**config.mk**
```make
export PLATFORM = sky130hd
export DESIGN_NAME = edge_change_delay
export DESIGN_NICKNAME = d
export VERILOG_FILES = /design/src/rtl/edge_change_delay.sv
export SDC_FILE = /design/constraint.sdc
export NUM_CORES = 1
export LEC_CHECK = 0
export CORE_MARGIN = 2
export CORE_UTILIZATION = 54
export CTS_CLUSTER_SIZE = 28
export DETAILED_ROUTE_END_ITERATION = 6
export PLACE_DENSITY = 0.85
export SYNTH_ARGS = -nofsm -noshare
export SYNTH_HDL_FRONTEND = slang
export SYNTH_SLANG_ARGS = --single-unit
```
**constraint.sdc**
```tcl
create_clock -name clk -period 3.1 [get_ports clk]
set_input_delay 0.775 -clock clk [delete_from_list [all_inputs] [get_ports clk]]
set_output_delay 0.775 -clock clk [all_outputs]
set_load 0.03 [all_outputs]
```
**src/rtl/edge_change_delay.sv**
```systemverilog
// -----------------------------------------------------------------------------
// edge_change_delay
//
// Three independent sub-functions that share one clock enable:
//   * edge detect   : flags rising, falling and either edges of ed_i relative
//                     to the last enabled sample of ed_i.
//   * change detect : flags any bit difference between cd_i and the last
//                     enabled sample of cd_i.
//   * delay line    : DLY_DEP-stage shift register on dly_i (combinational
//                     bypass when DLY_DEP is 0).
// Flags are combinational from the current inputs, so they carry no added
// latency; only the sampled history is registered.
//
// Ports
//   clk    in   1        rising-edge clock
//   rst    in   1        asynchronous active-low reset (clears all state)
//   ce     in   1        clock enable; all state holds while low
//   ed_i   in   1        edge-detect input
//   ed_pe  out  1        ed_i high, previous sample low
//   ed_ne  out  1        ed_i low, previous sample high
//   ed_ee  out  1        ed_i differs from previous sample
//   cd_i   in   CD_WID   change-detect input
//   cd_o   out  1        cd_i differs from previous sample
//   dly_i  in   DLY_WID  delay-line input
//   dly_o  out  DLY_WID  dly_i delayed by DLY_DEP enabled edges
// -----------------------------------------------------------------------------
module edge_change_delay #(
    parameter int CD_WID  = 16,
    parameter int DLY_WID = 5,
    parameter int DLY_DEP = 3    // legal range 0..16
) (
    input  logic               clk,
    input  logic               rst,
    input  logic               ce,
    input  logic               ed_i,
    output logic               ed_pe,
    output logic               ed_ne,
    output logic               ed_ee,
    input  logic [CD_WID-1:0]  cd_i,
    output logic               cd_o,
    input  logic [DLY_WID-1:0] dly_i,
    output logic [DLY_WID-1:0] dly_o
);

    logic              ed_d;
    logic              ed_q;
    logic [CD_WID-1:0] cd_d;
    logic [CD_WID-1:0] cd_q;

    always_comb begin
        ed_d = ce ? ed_i : ed_q;
        cd_d = ce ? cd_i : cd_q;
    end

    always_ff @(posedge clk or negedge rst) begin
        if (!rst) begin
            ed_q <= 1'b0;
            cd_q <= '0;
        end else begin
            ed_q <= ed_d;
            cd_q <= cd_d;
        end
    end

    // Flags compare the live input against the held sample, so a held ce=0
    // keeps a flag asserted for as long as the input differs.
    assign ed_pe = ed_i & ~ed_q;
    assign ed_ne = ed_q & ~ed_i;
    assign ed_ee = ed_i ^ ed_q;
    assign cd_o  = (cd_i != cd_q);

    generate
        if (DLY_DEP == 0) begin : g_bypass
            assign dly_o = dly_i;
        end else begin : g_line
            logic [DLY_WID-1:0] dly_d [DLY_DEP];
            logic [DLY_WID-1:0] dly_q [DLY_DEP];

            always_comb begin
                dly_d[0] = ce ? dly_i : dly_q[0];
                for (int k = 1; k < DLY_DEP; k++) begin
                    dly_d[k] = ce ? dly_q[k-1] : dly_q[k];
                end
            end

            // Stage data is cleared on reset so that in-flight samples are
            // discarded and the line refills with zeros.
            always_ff @(posedge clk or negedge rst) begin
                if (!rst) begin
                    for (int k = 0; k < DLY_DEP; k++) begin
                        dly_q[k] <= '0;
                    end
                end else begin
                    for (int k = 0; k < DLY_DEP; k++) begin
                        dly_q[k] <= dly_d[k];
                    end
                end
            end

            assign dly_o = dly_q[DLY_DEP-1];
        end
    endgenerate

endmodule

```
# After elaboration in Yosys (flattened, before gate mapping)
# Index checks and enable logic that the tools add are counted.
# Widths: inputs -> output; s select.
dict set report totals {
  reg_bits 32
}
dict set report op_classes {
  n_eq_ne 1
  bitwise_logic 5
}
# op count
set op_table {}
lappend op_table {{$ne 16x16->1} 1}
lappend op_table {{$and 1x1->1} 2}
lappend op_table {{$not 1->1} 2}
lappend op_table {{$xor 1x1->1} 1}

# Depth between registers and ports, before layout
dict set report logic_depth {
  ltp_word 2
  ltp_mapped 4
  mapped_depth_nobuf 3
}

# Least setup slack after synthesis
# No wires, ideal clock.
dict set report synth_timing {
  kind {input port to output port}
  startpoint {input port cd_i[2]}
  endpoint {output port cd_o}
  t_arrival_ns 1.504
  t_required_ns 2.325
  setup_slack_ns 0.821
  path_stages 3
  n_path_buf 0
  path_cell_list {xor2_1 -> nor4_1 -> nand4_1}
}
dict set report synth_via {
  elab_chain_cells 1
}
# item line_no
set synth_rtl {}
lappend synth_rtl {{start: declaration} 39} ;# input logic [CD_WID-1:0] cd_i,
lappend synth_rtl {{$ne 16x16->1} 70} ;# assign cd_o = (cd_i != cd_q);
lappend synth_rtl {{end: declaration} 40} ;# output logic cd_o,
# Every way passes these cells.

# Final worst setup path
dict set report layout_timing {
  startpoint {input port cd_i[1]}
  endpoint {output port cd_o}
}
# Same word-level chain as after synthesis.

==> metrics.txt <==
run status=complete, no violations; Synth Warn #=0; Synth Net Count=127; Initial Util=57.3%; Max Slew Vio Count=0; Seq/Total Area, Yosys=50.7%; Area Growth Syn to Fin=21.5%; power density cells=510 nW/um^2; fin area=1920 sq um; layout cells sized above 1=31.9%; FFs w/ async S/R, synth=100%; largest area contributor in the netlist=dfrtp_1; Setup Skew=0.00570 ns; Inserted Clock Buffers=5; I/O Buffers=33; most frequent cell after synthesis=dfrtp_1; clk buf depth=2; later-pin clock latency in the skew report=0.33 ns; global route total overflow=0; RD Place Congestion=0.695; via count=823; clock share of power=25.1%; Final ANT Viol Nets=0; Tightest Pin Transition=0.555 ns; Post-Route Setup TNS=0 ns; DR pass1 iterations=4; CTS tree=yes; Final Hold Viols=0; synth top area cells=dfrtp_1 51%, mux2_4 27%, xor2_1 8.9%; die area=3380 sq um; multi-input logic area=659 sq um; CP Class=in2out; crit-path max cell delay=0.45 ns; nets@finish=161; Seq. cell area=801 sq um; Hold Slack=0.516 ns; final wirelength=2380 microns; MaxCap Viol Count=0; Final setup viols=0; dpl cell area=1860 sq um; minimum clock period=3.05 ns; I/O Pins=34; Worst setup SP type=input port; NetSw=0.264 mW; ordered cell list for the critical path=clkdlybuf4s50_1 > xor2_1 > nor4_1 > nand4_1 > dlygate4sd2_1; drt initial violations=11; filler cell count=212; initial antenna violation count=0; residual DRC count=0; EDFF count, synth=0; Total Routing Usage GR=16.2%; num rows=19; vias in the first global route=835; CTS H-tree lvls=2; first-pass GRT wire length=3920 microns; Via density=4.96; cells after synthesis=100; Crit-path slowest cell=clkdlybuf4s50_1; P_int=0.716 mW; Tcrit/Tclk final=98.4%; dpl hpwl=1620 microns; sequential cell fraction of total power=51.2%; #FFs+latches synth=32; core area=2760 sq um; Synth top cells by count=32 x dfrtp_1, 28 x mux2_4, 16 x xor2_1, 5 x buf_4, 4 x nor4_1; sw frac=26.9%; Critical Path AT=2.27 ns; combinational power share=23.8%; CTS clk-pin slew, worst paths=0.10 ns; RSZ-0062 raised after global routing=false; CTS Hold Buffers Added=0; Inserted Diodes=0; Hold WC Path Type=reg2reg; clock sinks=32; top_reg_cell synth=dfrtp_1; pin count of the biggest net entering global routing=34; Die Width=58.1 microns; Slew Limit Headroom=63.0%; Worst setup EP type=output pin; Die Y=58.1 microns; Leak=0.911 nW; Max Clock Freq=0.328 GHz; worst vdd ir=0.000367 V; CTS root buf=clkbuf_4; Netlist Area Pre-Place=1580 sq um; Req. time, crit path=2.32 ns; post-synth top area share=50.7%; routed len/inst=14.3 microns; CP Max Fanout=2; Synth cell types=13; Avg Cell Area, Syn=15.8 sq um
## critical path, delay by kind of cell
| kind | cells | cell delay (ns) |
|---|---|---|
| xor gates and xnor gates | 1 | 0.17 |
| buffers and inverters | 2 | 0.82 |
| and+or+nand+nor | 2 | 0.51 |
## logic make-up (layout without fill, tap and decap cells)
group,Yosys count,after routing,synth area share (%)
xor gates and xnor gates,16,16,8.87
muxes,31,31,28.7
and+or+nand+nor,6,6,2.22
adders and majority gates,2,2,1.58
AOI/OAI and AO/OA,1,1,0.316
buffers and inverters,12,47,7.60
DFF,32,32,50.7
## repair_timing
action	4_1_cts	5_1_grt
setup endpoints to repair	1	1
gates resized for setup	1	1
setup buffers	0	0
## cells in the final DEF, fill, tap and decap left out
cell type	instances
o21ai_0	1
ha_1	2
buf_2	1
mux2_4	28
clkinv_2	2
dfrtp_1	32
mux2_2	3
nand2_1	1
clkbuf_8	1
nor4_1	4
buf_4	3
inv_1	3
dlygate4sd2_1	1
clkbuf_4	5
xor2_1	16
dlymetal6s2s_1	1
clkdlybuf4s50_1	30
nand4_1	1
## path summary, 6_finish.rpt
check	from	endpoint	slack (ns)	cells after the start
max	cd_i[1]	cd_o	0.05	5
min	g_line.dly_q[11]	g_line.dly_q[6]	0.52	1
max reg2reg	g_line.dly_q[12]	g_line.dly_q[12]	2.32	1
min in group asynchronous	rst	g_line.dly_q[12]	0.82	2
min reg2reg	g_line.dly_q[11]	g_line.dly_q[6]	0.52	1
max in group asynchronous	rst	cd_q[9]	1.97	2
## flip-flops by register name, indices dropped and copies added, names as in the netlist
signal	cells
ed_q	1
dly_o	5
g_line.dly_q	10
cd_q	16
## power by group through the flow
stage               registers [mW]  logic (mW)  clock network (mW)
floorplan                    0.500       0.176                   0
global placement             0.505       0.231                   0
detailed placement           0.508       0.235                   0
CTS                          0.501       0.236               0.257
global route                 0.508       0.249               0.277
finish                       0.501       0.233               0.246
## stage by stage
step / util (%) / setup slack, ns / std cells / total power [mW]
2_1_floorplan: - / 0.821 / 100 / 0.675
3_3_place_gp: 67.4 / -0.193 / 158 / 0.736
3_5_place_dp: 67.4 / -0.199 / 158 / 0.744
4_1_cts: 69.6 / 0.0266 / 166 / 0.995
5_1_grt: 69.6 / 0.0184 / 166 / 1.03
6_report: 69.6 / 0.0508 / 166 / 0.980
## routing by layer
layer / vias up / wire length (microns) / global-route usage [%]
li1: 403 / - / -
met3: 4 / 130 / 6.70
met1: 395 / 1130 / 21.3
met2: 21 / 1070 / 23.5
met5: - / 0 / 0
met4: 0 / 42 / 6.98
## layout make-up
class / count / share of cell area, %
Sequential cell: 32 / 41.7
Multi-Input combinational cell: 56 / 34.3
Timing Repair Buffer: 36 / 18.2
Clock buffer: 6 / 2.67
Tap cell: 31 / 2.02
Inverter: 3 / 0.586
Clock inverter: 2 / 0.521
(Power assumes the default switching activity.)
